<file path="config.mk">
export PLATFORM = sky130hd
export DESIGN_NAME = rope_motion_ctrl
export DESIGN_NICKNAME = d
export VERILOG_FILES = /design/src/rtl/rope_motion_ctrl.sv
export SDC_FILE = /design/constraint.sdc
export NUM_CORES = 1
export LEC_CHECK = 0
export CAP_MARGIN = 20
export CORE_ASPECT_RATIO = 1.2
export CORE_UTILIZATION = 30
export DETAILED_ROUTE_END_ITERATION = 12
export PLACE_DENSITY = 0.51
export SETUP_SLACK_MARGIN = 0.4
export SLEW_MARGIN = 0
export SYNTH_ARGS = -nofsm -noshare
export SYNTH_HDL_FRONTEND = slang
export SYNTH_SLANG_ARGS = --single-unit
export TNS_END_PERCENT = 30
</file>
<file path="constraint.sdc">
create_clock -name clk -period 6.15 [get_ports clk]
set_clock_uncertainty 0.1 [all_clocks]
set_input_delay 1.23 -clock clk [delete_from_list [all_inputs] [get_ports clk]]
set_output_delay 1.23 -clock clk [all_outputs]
set_load 0.05 [all_outputs]
</file>
<file path="src/rtl/rope_motion_ctrl.sv">
// Per-rope horizontal motion: latches a speed per rope, integrates it once per frame and bounces at the field edges.
// Latency: ROPES cycles per sweep, one rope per cycle; there is no backpressure, and frame pulses that arrive mid-sweep set the sticky overrun flag.
module rope_motion_ctrl #(
  parameter int ROPES   = 6,
  parameter int SPEED_W = 7,
  parameter int X_W     = 11,
  parameter int FRAC_W  = 4,
  parameter int X_MIN   = 0,
  parameter int X_MAX   = 600,
  parameter int BOUNCES = 3
) (
  input  logic                     clk,
  input  logic                     reset,
  input  logic                     startOfFrame,
  input  logic [ROPES*SPEED_W-1:0] X_SPEED,
  output logic [ROPES*X_W-1:0]     ropeX,
  output logic [ROPES-1:0]         ropeDirLeft,
  output logic [ROPES-1:0]         speedReq,
  output logic                     busy,
  output logic                     overrun
);

  localparam int P_W   = X_W + FRAC_W;
  localparam int S_W   = P_W + 1;
  localparam int IDX_W = (ROPES > 1) ? $clog2(ROPES) : 1;

  localparam logic signed [S_W-1:0] POS_MAX   = S_W'(X_MAX * (1 << FRAC_W));
  localparam logic signed [S_W-1:0] POS_MIN   = S_W'(X_MIN * (1 << FRAC_W));
  localparam logic [P_W-1:0]        POS_MAX_U = P_W'(X_MAX * (1 << FRAC_W));
  localparam logic [P_W-1:0]        POS_MIN_U = P_W'(X_MIN * (1 << FRAC_W));
  localparam logic [IDX_W-1:0]      LAST_IDX  = IDX_W'(ROPES - 1);
  localparam logic [3:0]            LAST_BNC  = 4'(BOUNCES - 1);

  typedef enum logic {IDLE, SWEEP} state_t;

  state_t             state, state_nxt;
  logic [IDX_W-1:0]   idx;

  logic [P_W-1:0]     pos  [ROPES];
  logic [SPEED_W-1:0] spd  [ROPES];
  logic [3:0]         bcnt [ROPES];

  logic [P_W-1:0]     cur_pos, nxt_pos;
  logic [SPEED_W-1:0] cur_spd, nxt_spd, cur_xs;
  logic [3:0]         cur_cnt, nxt_cnt;
  logic               cur_dir, nxt_dir, cur_req, nxt_req, bounce;
  logic signed [S_W-1:0] pos_ext, spd_ext, sum;

  assign busy = (state == SWEEP);

  always_ff @(posedge clk or posedge reset) begin
    if (reset) begin
      state   <= IDLE;
      idx     <= '0;
      overrun <= 1'b0;
    end else begin
      state <= state_nxt;
      if (state == SWEEP && idx != LAST_IDX)
        idx <= idx + 1'b1;
      else
        idx <= '0;
      if (state == SWEEP && startOfFrame)
        overrun <= 1'b1;
    end
  end

  always_comb begin
    state_nxt = state;
    case (state)
      IDLE:    if (startOfFrame) state_nxt = SWEEP;
      SWEEP:   if (idx == LAST_IDX) state_nxt = IDLE;
      default: state_nxt = IDLE;
    endcase
  end

  // Select the rope being visited this cycle.
  always_comb begin
    cur_pos = '0;
    cur_spd = '0;
    cur_cnt = '0;
    cur_dir = 1'b0;
    cur_req = 1'b0;
    cur_xs  = '0;
    for (int i = 0; i < ROPES; i++) begin
      if (IDX_W'(i) == idx) begin
        cur_pos = pos[i];
        cur_spd = spd[i];
        cur_cnt = bcnt[i];
        cur_dir = ropeDirLeft[i];
        cur_req = speedReq[i];
        cur_xs  = X_SPEED[i*SPEED_W +: SPEED_W];
      end
    end
  end

  // One extra sign bit so overshooting either edge cannot wrap.
  always_comb begin
    pos_ext = {1'b0, cur_pos};
    spd_ext = S_W'(cur_spd);
    sum     = cur_dir ? (pos_ext - spd_ext) : (pos_ext + spd_ext);
    nxt_pos = cur_pos;
    nxt_spd = cur_spd;
    nxt_cnt = cur_cnt;
    nxt_dir = cur_dir;
    nxt_req = cur_req;
    bounce  = 1'b0;
    if (cur_req) begin
      if (cur_xs != '0) begin
        nxt_spd = cur_xs;
        nxt_req = 1'b0;
        nxt_cnt = '0;
      end
    end else if (!cur_dir) begin
      if (sum >= POS_MAX) begin
        nxt_pos = POS_MAX_U;
        nxt_dir = 1'b1;
        bounce  = 1'b1;
      end else begin
        nxt_pos = sum[P_W-1:0];
      end
    end else begin
      if (sum <= POS_MIN) begin
        nxt_pos = POS_MIN_U;
        nxt_dir = 1'b0;
        bounce  = 1'b1;
      end else begin
        nxt_pos = sum[P_W-1:0];
      end
    end
    if (bounce) begin
      if (cur_cnt == LAST_BNC) begin
        nxt_req = 1'b1;
        nxt_spd = '0;
        nxt_cnt = '0;
      end else begin
        nxt_cnt = cur_cnt + 1'b1;
      end
    end
  end

  always_ff @(posedge clk or posedge reset) begin
    if (reset) begin
      for (int i = 0; i < ROPES; i++) begin
        pos[i]  <= POS_MIN_U;
        spd[i]  <= '0;
        bcnt[i] <= '0;
      end
      ropeDirLeft <= '0;
      speedReq    <= '1;
    end else if (state == SWEEP) begin
      for (int i = 0; i < ROPES; i++) begin
        if (IDX_W'(i) == idx) begin
          pos[i]         <= nxt_pos;
          spd[i]         <= nxt_spd;
          bcnt[i]        <= nxt_cnt;
          ropeDirLeft[i] <= nxt_dir;
          speedReq[i]    <= nxt_req;
        end
      end
    end
  end

  for (genvar g = 0; g < ROPES; g++) begin : g_x
    assign ropeX[g*X_W +: X_W] = pos[g][P_W-1:FRAC_W];
  end

endmodule
</file>
==> impl_metrics.yaml <==
outcome:
  status: "complete, no violations"
critical_path:
  worstPathCellList: "ha_1, ha_2, buf_6, or2_2, a211oi_2, o22ai_1, buf_4, and2_1, a21oi_1, xor2_1, ha_2, o211ai_1, o21ai_4, nor4_4, a2111oi_4, buf_4, nor4_4, nand4b_1, nand2_2, buf_4, buf_4, a211oi_1, a21oi_2, o21ai_0"
  crit_required_ns: 6.35
  critPathKind: "register to register"
  cp_slowest_stage_delay_ns: 0.44
  crit_fanout: 20
  crit_top_cell: "buf_4"
  crit_slowest_cell: "dfrtp_2"
  worst_setup_path_end_kind: "register"
  arrival_ns: 5.75
  critPathLaunchType: "register"
die:
  die_y_um: 207
  coreArea_um2: 34260
  start_util_pct: 30.67
  die-width_um: 172.8
  fp.dieArea_um2: 35780
  io_pins: 125
  rows: 74
min_path:
  hp-class: "register to register"
layout:
  diodes: 0
  fillers: 3572
  areaGrowthSynthToFinish_pct: 25.15
  final_nets: 1405
  multi_input_area_um2: 5575
  seq_area_um2: 4338
  drive_gt1_share_pct: 18.04
placement:
  hpwlAfterDp_mm: 24.94
  dp_slack_ns: 0.1225
  globalplace.congestion: 0.9103
  port_buffers: 124
yosys:
  synth_async_sr_flop_share_pct: 100.0
  synth_warnings: 0
  avgSynthCellArea_um2: 8.459
  ys_ff_latch: 173
  synthCells: 1242
  yosysSeqAreaShare_pct: 41.28
  syn_nets: 1311
  ys.flop_type: "dfrtp_1"
  synth_edf_count: 0
  syn_area_um2: 10510
  synth_cell_types: 89
routing:
  wl_per_cell_um: 19.35
  drcViolationCount: 0
  ant_nets: 0
  avgViaCountPerCell: 5.146
  drt_iter0_markers: 646
  firstDrtPassIters: 5
  wirelength_mm: 34.88
  vias: 9279
sta:
  fmax_mhz: 180.0
  timing.final.crit_share_pct: 90.32
  rsz0062_at_grt: "true"
  period_needed_ns: 5.555
  drv_slew: 0
  slew_headroom_pct: 26.37
  setup_viol: 0
  tightest_slew_ns: 1.104
  hold_ws_ns: 0.3613
  setup_ws_ns: 0.5950
  fin_tns_setup_ns: 0
  finalHoldViolations: 0
clock_network:
  cts.path.max_buffers: 2
  root_buffer: "clkbuf_16"
  numCtsBuffers: 17
  cts_max_level: 4
  cts.sinks: 173
  clk_latency_ns: 0.44
  cts_tree: "yes"
  clk_pin_slew_ns: 0.07
global_routing:
  first_global_vias: 9110
  antenna_found_initial: 0
  grt_overflow: 0
  grt_usage_pct: 19.61
  grt_max_degree: 172
  grt_pass1_wl_mm: 54.44
run:
  max-cap-violations: 0
## what timing repair did
action                     4_1_cts  5_1_grt
gates resized for setup         10       71
setup endpoints to repair      147      163
hold buffers                     0        0
hold endpoints to repair         0        0
pin swaps                        1       20
setup buffers                    0       12
## synthesized netlist by cell type, types with 14 or more instances
| master | number | area (um2) |
|---|---|---|
| o21ai_0 | 186 | 930.9 |
| ha_1 | 23 | 287.8 |
| inv_1 | 14 | 52.55 |
| clkbuf_1 | 57 | 214.0 |
| a221oi_1 | 22 | 192.7 |
| dfrtp_1 | 167 | 4179 |
| buf_2 | 15 | 75.07 |
| nand2_1 | 287 | 1077 |
| buf_4 | 73 | 548.0 |
| a21oi_1 | 42 | 210.2 |
| nor2b_1 | 21 | 131.4 |
| nor2_1 | 54 | 202.7 |
| o211ai_1 | 28 | 210.2 |
## critical path, delay by kind of cell, from the launching register on
kind,cells,cell delay (ns)
compound gates,9,1.56
simple gates,6,1.46
buf+inv,5,0.85
fa+ha+maj,3,0.74
flops,1,0.44
xor+xnor,1,0.26
## flip-flops by register name, summed over array words and instances, names as in the netlist, 3 cells and up
register and count:
idx 3, ropeX 66, ropeDirLeft 6, speedReq 6, pos 24, bcnt 24, spd 42
## worst paths after layout
path                            startpoint          end  slack, ns  depth (start not counted)
worst min register to register     overrun      overrun       0.36                          1
worst min-delay path               overrun      overrun       0.36                          1
worst max register to register      idx[0]    ropeX[14]       0.60                         24
worst max-delay path                idx[0]    ropeX[14]       0.60                         24
min in group asynchronous            reset  speedReq[3]       1.10                          2
max in group asynchronous            reset    ropeX[47]       3.78                          3
## layer usage
layer  GRT usage, %  up-vias  wire (um)
met1          26.96     4506      16300
met5              0        -          0
met2          31.74      215      16580
li1               -     4521          -
met4          5.798        0        626
met3          2.955       37       1372
## cells by family after synthesis
family,synth area share [%]
AND/OR/NAND/NOR,19.66
adder cells (fa/ha/maj),2.930
XOR/XNOR,1.084
buffers and inverters,8.991
AO/OA/AOI/OAI,25.68
flip-flops,41.28
multiplexers,0.3811
## cell usage in the layout (no fill, tap or decap), types with 5 or more instances in the layout
master / n
a21o_1: 7
clkbuf_16: 17
nand3_1: 11
o21ai_0: 185
a211oi_1: 6
xor2_1: 8
inv_1: 13
o31ai_1: 5
inv_6: 5
o21a_1: 5
a31oi_1: 10
a21oi_2: 15
o311ai_1: 7
nand2_1: 279
ha_2: 6
nor2_1: 53
nand3b_1: 10
and3_1: 5
ha_1: 13
dfrtp_1: 166
clkdlybuf4s50_1: 124
o211ai_1: 28
a21oi_1: 29
and2_1: 9
a221oi_1: 21
dfstp_2: 6
o22ai_1: 6
buf_4: 98
nand2b_1: 6
o21ai_2: 10
nor2b_1: 20
nor3_1: 7
nand2_2: 9
a32oi_1: 6
a221o_1: 6
o311ai_0: 6
## per-stage QoR
step	util, %	cell area [um2]	cells
CTS	37.22	12750	1791
global placement	35.53	12170	1761
finish	38.38	13150	1803
detailed placement	35.53	12170	1761
floorplan	-	10510	1242
global route	38.38	13150	1803
## final cells by class
| type | count | share of cell area (%) |
|---|---|---|
| clock buffer | 19 | 3.445 |
| tap | 456 | 4.339 |
| inverter | 14 | 0.4282 |
| timing repair buffer | 228 | 15.75 |
| clock inverter | 11 | 0.6471 |
| multi-input combinational | 902 | 42.40 |
| sequential | 173 | 32.99 |
Power is left out: the tool's default activity adds up to more than one toggle a clock period on the data nets, which glitch-free logic cannot reach.
